**src/rtl/display_pkg.sv**
```systemverilog
// Shared types and constants for the display update path: FSM states,
// panel timing and field widths, plus the name length clamp helper.
package display_pkg;

  typedef enum logic [1:0] {
    IDLE,
    ARMED,
    COMMIT,
    ACK
  } upd_state_e;

  // 480x272 panel, 525x286 total including blanking
  localparam int H_ACTIVE = 480;
  localparam int V_ACTIVE = 272;
  localparam int H_TOTAL  = 525;
  localparam int V_TOTAL  = 286;

  localparam int NAME_LEN_W  = 6;
  localparam int FONT_W      = 2;
  localparam int PIX_W       = 10;
  localparam int FRAME_CNT_W = 16;

  // Requested lengths beyond the buffer capacity saturate at the capacity
  function automatic logic [NAME_LEN_W-1:0] clamp_len(
    input logic [NAME_LEN_W-1:0] len,
    input logic [NAME_LEN_W-1:0] max_len
  );
    return (len > max_len) ? max_len : len;
  endfunction

endpackage

```
**src/rtl/frame_blink_gen.sv**
```systemverilog
// Frame boundary detection, completed-frame counter and the frame-based
// blink gate that blanks the name every BLINK_FRAMES frames.
module frame_blink_gen #(
  parameter int H_ACTIVE     = 480,
  parameter int V_ACTIVE     = 272,
  parameter int BLINK_FRAMES = 30
) (
  input  logic        tft_clock_9m,
  input  logic        system_reset_n,
  input  logic [9:0]  pix_x,
  input  logic [9:0]  pix_y,
  input  logic        blink_en,
  output logic        frame_end,
  output logic [15:0] frame_count,
  output logic        display_visible
);
  import display_pkg::*;

  // BLINK_FRAMES=1 still needs a 1-bit counter that simply stays at 0
  localparam int BW = (BLINK_FRAMES > 1) ? $clog2(BLINK_FRAMES) : 1;
  localparam logic [BW-1:0]    BLINK_LAST = BW'(BLINK_FRAMES - 1);
  localparam logic [PIX_W-1:0] X_LAST     = PIX_W'(H_ACTIVE - 1);
  localparam logic [PIX_W-1:0] Y_LAST     = PIX_W'(V_ACTIVE - 1);

  logic [BW-1:0] blink_cnt;

  // Last active pixel of the last active line marks the frame boundary
  assign frame_end = (pix_x == X_LAST) && (pix_y == Y_LAST);

  // Completed-frame counter, free-running and wrapping
  always_ff @(posedge tft_clock_9m or negedge system_reset_n) begin
    if (!system_reset_n)  frame_count <= '0;
    else if (frame_end)   frame_count <= frame_count + FRAME_CNT_W'(1);
  end

  // Blink period counter; visibility flips each time a full period elapses
  always_ff @(posedge tft_clock_9m or negedge system_reset_n) begin
    if (!system_reset_n) begin
      blink_cnt       <= '0;
      display_visible <= 1'b1;
    end else if (!blink_en) begin
      blink_cnt       <= '0;
      display_visible <= 1'b1;
    end else if (frame_end) begin
      if (blink_cnt == BLINK_LAST) begin
        blink_cnt       <= '0;
        display_visible <= ~display_visible;
      end else begin
        blink_cnt <= blink_cnt + 1'b1;
      end
    end
  end

endmodule

```
**src/rtl/display_update_scheduler.sv**
```systemverilog
// Captures name/font updates over a four-phase req/ack handshake into a
// shadow set and publishes them to the renderer only at frame end, with a
// watchdog that forces the commit if pixel timing stalls.
module display_update_scheduler #(
  parameter int MAX_NAME_LENGTH = 10,
  parameter int H_ACTIVE        = 480,
  parameter int V_ACTIVE        = 272,
  parameter int BLINK_FRAMES    = 30,
  parameter int TIMEOUT_CYCLES  = 200000
) (
  input  logic                         tft_clock_9m,
  input  logic                         system_reset_n,
  input  logic                         upd_req,
  input  logic [8*MAX_NAME_LENGTH-1:0] name_in,
  input  logic [5:0]                   length_in,
  input  logic [1:0]                   font_in,
  input  logic                         blink_en,
  input  logic [9:0]                   pix_x,
  input  logic [9:0]                   pix_y,
  output logic                         upd_ack,
  output logic [8*MAX_NAME_LENGTH-1:0] name_buffer_o,
  output logic [5:0]                   name_length_o,
  output logic [1:0]                   font_size_o,
  output logic                         display_visible,
  output logic                         commit_pulse,
  output logic [15:0]                  frame_count,
  output logic                         timeout_flag
);
  import display_pkg::*;

  localparam int NAME_W = 8 * MAX_NAME_LENGTH;
  localparam int WD_W   = $clog2(TIMEOUT_CYCLES);
  localparam logic [WD_W-1:0]       WD_LAST = WD_W'(TIMEOUT_CYCLES - 1);
  localparam logic [NAME_LEN_W-1:0] LEN_MAX = NAME_LEN_W'(MAX_NAME_LENGTH);

  typedef struct packed {
    logic [NAME_W-1:0]     name;
    logic [NAME_LEN_W-1:0] len;
    logic [FONT_W-1:0]     font;
  } cfg_t;

  upd_state_e      state, state_nxt;
  cfg_t            shadow, active;
  logic [WD_W-1:0] wd_cnt;
  logic            req_q;
  logic            capture;
  logic            set_timeout;
  logic            frame_end;

  frame_blink_gen #(
    .H_ACTIVE     (H_ACTIVE),
    .V_ACTIVE     (V_ACTIVE),
    .BLINK_FRAMES (BLINK_FRAMES)
  ) u_frame_blink (
    .tft_clock_9m    (tft_clock_9m),
    .system_reset_n  (system_reset_n),
    .pix_x           (pix_x),
    .pix_y           (pix_y),
    .blink_en        (blink_en),
    .frame_end       (frame_end),
    .frame_count     (frame_count),
    .display_visible (display_visible)
  );

  // State register
  always_ff @(posedge tft_clock_9m or negedge system_reset_n) begin
    if (!system_reset_n) state <= IDLE;
    else                 state <= state_nxt;
  end

  // Next state; frame_end wins over the watchdog so a coincident hit is a normal commit
  always_comb begin
    state_nxt   = state;
    capture     = 1'b0;
    set_timeout = 1'b0;
    case (state)
      IDLE: begin
        if (upd_req && !req_q) begin
          capture   = 1'b1;
          state_nxt = ARMED;
        end
      end
      ARMED: begin
        if (frame_end) begin
          state_nxt = COMMIT;
        end else if (wd_cnt == WD_LAST) begin
          state_nxt   = COMMIT;
          set_timeout = 1'b1;
        end
      end
      COMMIT: state_nxt = ACK;
      ACK: begin
        if (!upd_req) state_nxt = IDLE;
      end
      default: state_nxt = IDLE;
    endcase
  end

  assign upd_ack = (state == ACK);

  // Request history so a level left high after a handshake is not re-captured
  always_ff @(posedge tft_clock_9m or negedge system_reset_n) begin
    if (!system_reset_n) req_q <= 1'b0;
    else                 req_q <= upd_req;
  end

  // Shadow set loaded on a fresh request
  always_ff @(posedge tft_clock_9m or negedge system_reset_n) begin
    if (!system_reset_n) begin
      shadow <= '0;
    end else if (capture) begin
      shadow.name <= name_in;
      shadow.len  <= clamp_len(length_in, LEN_MAX);
      shadow.font <= font_in;
    end
  end

  // Watchdog counts only while armed; held at zero everywhere else
  always_ff @(posedge tft_clock_9m or negedge system_reset_n) begin
    if (!system_reset_n)     wd_cnt <= '0;
    else if (state == ARMED) wd_cnt <= wd_cnt + 1'b1;
    else                     wd_cnt <= '0;
  end

  // Active set and its strobe both appear the cycle after COMMIT
  always_ff @(posedge tft_clock_9m or negedge system_reset_n) begin
    if (!system_reset_n) begin
      active       <= '0;
      commit_pulse <= 1'b0;
    end else begin
      commit_pulse <= (state == COMMIT);
      if (state == COMMIT) active <= shadow;
    end
  end

  // Sticky record that a commit was forced by the watchdog
  always_ff @(posedge tft_clock_9m or negedge system_reset_n) begin
    if (!system_reset_n)  timeout_flag <= 1'b0;
    else if (set_timeout) timeout_flag <= 1'b1;
  end

  assign name_buffer_o = active.name;
  assign name_length_o = active.len;
  assign font_size_o   = active.font;

endmodule

```
**config.mk**
```make
export PLATFORM = sky130hd
export DESIGN_NAME = display_update_scheduler
export DESIGN_NICKNAME = d
export VERILOG_FILES = /design/src/rtl/display_pkg.sv /design/src/rtl/frame_blink_gen.sv /design/src/rtl/display_update_scheduler.sv
export SDC_FILE = /design/constraint.sdc
export NUM_CORES = 1
export LEC_CHECK = 0
export ABC_CLOCK_PERIOD_IN_PS = 4500
export CAP_MARGIN = 20
export CORE_ASPECT_RATIO = 1.4
export CORE_MARGIN = 2
export CORE_UTILIZATION = 30
export CTS_CLUSTER_DIAMETER = 120
export DETAILED_ROUTE_END_ITERATION = 12
export HOLD_SLACK_MARGIN = 0.12
export PLACE_DENSITY = 0.6
export SYNTH_ARGS = -nofsm -noshare
export SYNTH_HDL_FRONTEND = slang
export SYNTH_SLANG_ARGS = --single-unit
```
**constraint.sdc**
```tcl
create_clock -name tft_clock_9m -period 4.5 [get_ports tft_clock_9m]
set_input_delay 1.35 -clock tft_clock_9m [delete_from_list [all_inputs] [get_ports tft_clock_9m]]
set_output_delay 1.35 -clock tft_clock_9m [all_outputs]
set_load 0.05 [all_outputs]
```
Yosys cells after proc, flatten, opt, wreduce, memory -nomap -nowiden

Index checks and enable logic that the tools add are counted.

ROM bits: 0
Memories: 0
Word-level logic and storage cells: 55
Bits in registers: 221
Input bits: 112
Output and inout port bits: 108
RAM bits: 0
Bits in latches: 0

$add $sub $neg: 3
Magnitude comparators: 1
Multipliers: 0
Shift operators: 0
Reduce and logical (&&, ||, !) cells: 6
Bitwise operators: 1
Multiplexer cells: 18
Divide/modulo/power cells: 0
Eq/ne operators: 12

Operator list:

| operator                                                               | number |
|---|---|
| 10-bit by 9-bit equality test with 1-bit output, second input constant | 2 |
| 18-bit by 1-bit adder with 18-bit output, second input constant        | 1 |
| 18-bit equality test, second input constant                            | 1 |
| 18-bit two-way mux                                                     | 1 |
| 16-bit by 1-bit adder with 16-bit output, second input constant        | 1 |
| 5-bit two-way mux                                                      | 3 |
| 1-bit two-way mux                                                      | 8 |
| 2-bit two-way mux                                                      | 4 |
| 2-bit one-hot mux with 4 select lines                                  | 1 |
| 6-bit by 4-bit > comparator with 1-bit output, second input constant   | 1 |
| 6-bit two-way mux                                                      | 1 |
| 5-bit by 1-bit adder with 5-bit output, second input constant          | 1 |
| 5-bit equality test, second input constant                             | 1 |
| 2-bit equality test, second input constant                             | 2 |
| 2-bit by 1-bit != test with 1-bit output, second input constant        | 2 |
| 2-bit != test, second input constant                                   | 2 |
| 3-bit != test, second input constant                                   | 1 |
| 3-bit AND reduction                                                    | 1 |
| 2-bit by 1-bit equality test with 1-bit output, second input constant  | 1 |
| 1-bit logical AND                                                      | 2 |
| 2-bit zero test                                                        | 1 |
| 2-bit AND reduction                                                    | 1 |
| 1-bit zero test                                                        | 1 |
| 1-bit inverter                                                         | 1 |

Depth between registers and ports, before layout

Gate-level depths: netlist of run 1.

Word-level depth: 4
Gate-level depth with buffers: 7
Depth with buffers taken out: 6

Modules after synthesis

A second synthesis of run 1 with hierarchy kept.

Cell total of the unflattened synthesis: 604
Area, all modules: 8760.9 um^2

By module, submodules not included:

| module                   | cells each | instances | sequential area each (um^2) | area an instance (um^2) |
|---|---|---|---|---|
| display_update_scheduler | 499        | 1         | 4979.8                      | 7663.6 |
| frame_blink_gen          | 105        | 1         | 551.8                       | 1097.3 |

Least setup slack after synthesis of run 1

OpenSTA, ideal clock, no wires.

Path type: input -> register
Start point: input port pix_y[4]
End point: register u_frame_blink.frame_count[11]
Path slack: 1896 ps
Path buffers: 1
Cell stages on the path: 5
Data required time: 4418 ps
Setup time: 82 ps
Arrival time: 2522 ps
Cells stage by stage: nor4_2 > nand3_1 > clkbuf_1 > nor3_1 > xor2_1

Longest elaborated chain between the ends: 2

Ends and longest elaborated chain:

| what                                            | line                           | RTL |
|---|---|---|
| from (decl)                                     | display_update_scheduler.sv:19 | `input logic [9:0] pix_y,` |
| 10-bit by 9-bit equality test with 1-bit output | frame_blink_gen.sv:28          | `assign frame_end = (pix_x == X_LAST) && (pix_y == Y_LAST);` |
| 1-bit logical AND                               | frame_blink_gen.sv:28          |  |
| to (signal assigned)                            | frame_blink_gen.sv:33          | `else if (frame_end) frame_count <= frame_count + FRAME_CNT_W'(1);` |
| to (decl)                                       | frame_blink_gen.sv:14          | `output logic [15:0] frame_count,` |

No other way between the ends.
A chain may end at the register's enable or synchronous reset.

Worst setup path in the final report of run 1

Start point: register state[1]
End point: output port upd_ack

Longest elaborated chain between the ends: 1

Ends and longest elaborated chain:

| what                   | line                           | RTL |
|---|---|---|
| from (decl)            | display_update_scheduler.sv:42 | `upd_state_e state, state_nxt;` |
| from (signal assigned) | display_update_scheduler.sv:68 | `else state <= state_nxt;` |
| 2-bit equality test    | display_update_scheduler.sv:99 | `assign upd_ack = (state == ACK);` |
| to (decl)              | display_update_scheduler.sv:20 | `output logic upd_ack,` |

No other way between the ends.

==> metrics.cfg, run 1 <==
[logic_synthesis]
synth_compound_area_frac=0.0181
synth_cell_type_count=43
synth-edff-count=0
synthesis.nets=718
syn_area_um2=8710
avgSynthCellArea_um2=14.6
netlist_instances=597
synthAdderAreaFrac=0.0129
yosysSeqAreaShare=0.635
synth_xor_area_frac=0.0292
synth_mux_area_frac=0.222
ys_async_sr_fraction=1.00
ys_ff_latch=221
synth_top_family_by_area=multiplexers
synth_warnings=0
ys.flop_type=dfrtp_1
synth-simple-area-share=0.0678

[cts]
post_cts_buffers=0
cts_tree=yes
clock_sinks=221
numCtsBuffers=24
clk_path_buf_depth=3
cts-resized-gates=0
cts-root-buf=clkbuf_16
clock_latency_ns=0.52
clk_pin_slew_ns=0.06
cts_hold_buf=0
cts-htree-levels=1

[final_layout]
syn_to_final_growth_pct=40.0
drive_gt1_frac=0.267
antenna_cells=0
n_fill_cell=2671
layout.nets=945

[critical_path]
cp-end-kind=output pin
crit_fanout=4
cp_num_buf_inv=1
arrival_ns=1.98
rr_worst_depth=6
cpMaxStageDelayCell=clkdlybuf4s50_1
critPathTopFamily=buffers and inverters
slowest_delay_ns=0.81
crit_cells=2
cp_cell_sequence=ha_1, clkdlybuf4s50_1
worstSetupPathType=reg2out
cp.required_ns=3.15
cp-start-kind=flip-flop

[floorplan]
coreArea_um2=28500
row_count=73
dieArea_um2=30400
fp.dieH_um=206
start_util=0.306
chipWidth_um=148
io_pins=220

[placement]
portBuffers=219
place.gp.congestion=0.730
hpwl_um=13100

[routing]
drt-total-wl_um=19600
viasPerCell=4.56
post-route-drc-count=0
first_pass_iters=4
antenna_left=0
vias=5528
routedWlPerCell_um=16.2
drt_iter0_markers=145

[timing]
clock_skew_ns=0.0123
finalSetupTns_ns=0
slew_headroom=0.489
hold_ws_ns=0.476
final-setup-viol-count=0
slew_violations=0
rsz0062_at_grt=no
worstMarginPinSlew_ns=0.766
hold_viol_final=0
max_freq_ghz=0.300
min_period_over_period=0.740
period_needed_ns=3.33

[grt]
grtUsageMet3=0.0459
grt_pass1_wl_um=32000
grt_use_met1=0.146
antenna_found_initial=1
track_usage=0.131
grt_pass1_vias=6082
grt_overflow=0
grt_use_met2=0.233
busiest_layer=met2
grt_start_max_net_pins=96

[pwr]
finalPower_uw=9070
p_per_area_nw_per_um2=744
p_leak_uw=0.00512
ir_drop_v=0.000518

[flow_run]
maxCapViolCount=0

[hold_path]
min_path_type=reg2reg
hold_depth=1

[outcome]
status=completed

## synthesized netlist by cell type, types with 2 or more instances
cell      instances  area share
nand2b_1          2      0.0014
inv_1             7      0.0030
nor4_1            3      0.0022
nand2_1          17      0.0073
nand4b_1          3      0.0030
nand3b_1          2      0.0017
ha_1              9       0.013
nand3_1          12      0.0069
nor2_1           23      0.0099
and2_1            5      0.0036
dfrtp_1         220        0.63
nor3_1            9      0.0052
and3_1            5      0.0036
o21ai_0           9      0.0052
xor2_1           13       0.013
nand3_2           2      0.0023
xnor2_1          16       0.016
a21boi_0          3      0.0026
a21oi_1           5      0.0029
and4_1            3      0.0030
or3_1             5      0.0036
clkbuf_1         22      0.0095
buf_2             2      0.0011
mux2_2          171        0.22
nand4_1          11      0.0079
## kinds of logic after synthesis
family | Yosys count
buffers and inverters | 33
AO/OA/AOI/OAI | 25
adder cells (fa/ha/maj) | 9
AND/OR/NAND/NOR | 108
flip-flops | 221
multiplexers | 172
XOR/XNOR | 29
## flip-flops by register name, indices dropped and copies added, names as in the netlist
| signal | cells |
|---|---|
| u_frame_blink.display_visible | 1 |
| u_frame_blink.blink_cnt | 5 |
| u_frame_blink.frame_count | 16 |
| commit_pulse | 1 |
| wd_cnt | 18 |
| timeout_flag | 1 |
| state | 2 |
| shadow | 88 |
| name_length_o | 6 |
| name_buffer_o | 80 |
| font_size_o | 2 |
| req_q | 1 |
## area by class of cell
cell class              instances  area [um^2]  share of cell area
flip-flops and latches        221         5530               0.454
multi-input cells             343         3060               0.251
repair buffers                226         2290               0.188
clock buffers                  34          729              0.0598
well taps                     375          469              0.0385
clock inverters                 6         83.8             0.00687
inverters                       8         30.0             0.00246
## layer usage
layer	share of wire	up-vias
met5	0.00036	-
met4	0.019	2
met3	0.085	26
met2	0.50	162
met1	0.40	2783
li1	-	2555
## through the flow
stage          worst slack, ns  instance area (um^2)  utilization  std cells
6_report                  1.17                 12200        0.428       1213
5_1_grt                   1.09                 12200        0.428       1213
4_1_cts                   1.12                 12200        0.428       1213
3_5_place_dp             0.928                 11400        0.399       1173
3_3_place_gp              1.01                 11400        0.399       1173
2_1_floorplan             1.90                  8710            -        597
## cell usage in the layout (no fill, tap or decap), drive strengths merged, types with 2 or more instances in the layout
| cell | count |
|---|---|
| ha | 9 |
| and2 | 5 |
| and3 | 6 |
| mux2 | 171 |
| buf | 8 |
| a21oi | 5 |
| bufinv | 2 |
| xnor2 | 16 |
| and4 | 3 |
| nand2b | 2 |
| dfrtp | 220 |
| nor3 | 9 |
| nand3 | 14 |
| nand3b | 2 |
| xor2 | 13 |
| inv | 8 |
| nand2 | 17 |
| nor2 | 23 |
| clkdlybuf4s50 | 218 |
| o21ai | 9 |
| a21boi | 3 |
| or3 | 5 |
| nor4 | 4 |
| clkbuf | 34 |
| nand4 | 11 |
| nand4b | 3 |
| clkinv | 4 |
## worst paths after layout
path                            slack [ns]                          start                             to
worst min-delay path                  0.48  u_frame_blink.frame_count[15]  u_frame_blink.frame_count[15]
worst max-delay path                  1.17                       state[1]                        upd_ack
worst max register to register        2.05                       state[1]                       state[1]
worst min register to register        0.48  u_frame_blink.frame_count[15]  u_frame_blink.frame_count[15]
min in group asynchronous             0.82                 system_reset_n                     shadow[69]
max in group asynchronous             2.74                 system_reset_n   u_frame_blink.frame_count[7]
## report_power, final
group | leakage, uW | switching (uW) | total, uW | internal, uW
registers | 0.00273 | 381 | 3180 | 2800
clock network | 0.000405 | 777 | 2010 | 1230
logic | 0.00198 | 2220 | 3880 | 1660
total | 0.00512 | 3380 | 9070 | 5700
Note: power is estimated with default switching activity, not from simulation.
==> run 2: changes to the inputs <==
- ABC_CLOCK_PERIOD_IN_PS: 4500 -> 3300
- clock period: 4.5 -> 3.3 ns (I/O delays scaled with it)
==> metrics.cfg, run 2 (synthesized netlist as in run 1, its figures left out) <==
[outcome]
status=completed

[cts]
clock_latency_ns=0.51
post_cts_buffers=0
clk_path_buf_depth=3
cts-resized-gates=0
cts_tree=yes
cts-root-buf=clkbuf_16
clock_sinks=221
numCtsBuffers=24
cts_hold_buf=0
clk_pin_slew_ns=0.06
cts-htree-levels=1

[floorplan]
row_count=73
io_pins=220
fp.dieH_um=206
coreArea_um2=28500
chipWidth_um=148
dieArea_um2=30400
start_util=0.306

[critical_path]
cp-end-kind=output pin
cp_cell_sequence=ha_1, clkdlybuf4s50_1
cp.required_ns=2.31
cp-start-kind=flip-flop
slowest_delay_ns=0.81
arrival_ns=1.97
cpMaxStageDelayCell=clkdlybuf4s50_1
worstSetupPathType=reg2out
crit_fanout=4

[grt]
grt_pass1_wl_um=31800
antenna_found_initial=1
track_usage=0.129
grt_start_max_net_pins=82
grt_pass1_vias=5923
grt_overflow=0

[timing]
finalSetupTns_ns=0
slew_violations=0
clock_skew_ns=0.00764
slew_headroom=0.556
min_period_over_period=0.896
max_freq_ghz=0.338
final-setup-viol-count=0
timing.final.ws_setup_ns=0.343
hold_viol_final=0
worstMarginPinSlew_ns=0.666
rsz0062_at_grt=no
period_needed_ns=2.96

[pwr]
p_leak_uw=0.00519
ir_drop_v=0.000642
p_per_area_nw_per_um2=1020

[final_layout]
largest_reg_flops=88
top_register=shadow
syn_to_final_growth_pct=41.6
final_common_cell=dfrtp_1
layout_common_cells=220 x dfrtp_1, 218 x clkdlybuf4s50_1, 171 x mux2_2
antenna_cells=0
drive_gt1_frac=0.279
n_fill_cell=2639
layout.nets=953

[placement]
place.gp.congestion=0.716
hpwl_um=13900
dp_slack_ns=0.480
portBuffers=219

[routing]
post-route-drc-count=0
antenna_left=0
first_pass_iters=4
drt_iter0_markers=105
viasPerCell=4.51
drt-total-wl_um=19900
vias=5519
routedWlPerCell_um=16.2

[hold_path]
min_path_type=in2async

[flow_run]
maxCapViolCount=0

## run 2: cell count changes in the layout (fill, tap and decap cells not counted)
cell / previous run / this run
buf_12: 3 / 5
bufinv_16: 2 / 4
clkinv_2: 3 / 8
clkinv_4: 0 / 1
clkbuf_8: 7 / 4
clkbuf_1: 2 / 1
buf_4: 4 / 10
## run 2: routing by layer
metal,track usage,vias to the layer above,part of all wire
li1,-,2569,-
met1,0.149,2740,0.39
met2,0.226,173,0.50
met3,0.0463,35,0.091
met4,0.0367,2,0.022
met5,0,-,0.00040
## run 2: cell type report
| type | instances | area (um^2) | share of cell area |
|---|---|---|---|
| clock inverters | 14 | 178 | 0.0144 |
| multi-input cells | 343 | 3060 | 0.248 |
| inverters | 8 | 30.0 | 0.00244 |
| clock buffers | 30 | 684 | 0.0555 |
| repair buffers | 234 | 2370 | 0.192 |
| well taps | 375 | 469 | 0.0381 |
| flip-flops and latches | 221 | 5530 | 0.449 |
## run 2: final timing paths
| path | start | end | slack [ns] | cells past startpoint |
|---|---|---|---|---|
| max reg2reg | state[0] | shadow[4] | 1.35 | 6 |
| min in group tft_clock_9m | timeout_flag | timeout_flag | 0.48 | 1 |
| min | system_reset_n | shadow[69] | 0.47 | 1 |
| min reg2reg | timeout_flag | timeout_flag | 0.48 | 1 |
| max | state[1] | upd_ack | 0.34 | 2 |
| max in group asynchronous | system_reset_n | name_buffer_o[66] | 2.00 | 2 |
## run 2: per-stage QoR
stage	instance area (um^2)	hold WS (ns)	total power (uW)	std cells	utilization
floorplan	8710	0.444	7910	597	-
global placement	11500	0.458	9730	1181	0.402
detailed placement	11500	0.467	9810	1181	0.402
CTS	12300	0.484	12800	1225	0.433
global route	12300	0.506	13200	1225	0.433
finish	12300	0.468	12600	1225	0.433
## run 2: power breakdown
group | internal, uW | switching, uW | total (uW)
Clock | 1780 | 1090 | 2880
Sequential | 3820 | 522 | 4340
Combinational | 2300 | 3030 | 5330
Total | 7900 | 4650 | 12600
## run 2: critical path: cells and delay by family, from the launching register on
| kind | cells | cell delay [ns] |
|---|---|---|
| buffers and inverters | 1 | 0.81 |
| flip-flops | 1 | 0.44 |
| adder cells (fa/ha/maj) | 1 | 0.20 |
==> run 3: changes to the inputs <==
--- a/constraint.sdc
+++ b/constraint.sdc
@@ -3,2 +3,2 @@
 set_output_delay 0.99 -clock tft_clock_9m [all_outputs]
-set_load 0.05 [all_outputs]
+set_load 0.01 [all_outputs]
==> results of run 3 <==
The final DEF is identical to that of run 2. Status: completed.
Among the figures that moved: setup slack after layout 0.343 ns -> 0.610 ns; total power 12600 uW -> 10900 uW; worst IR drop on VDD 0.000642 V -> 0.000557 V
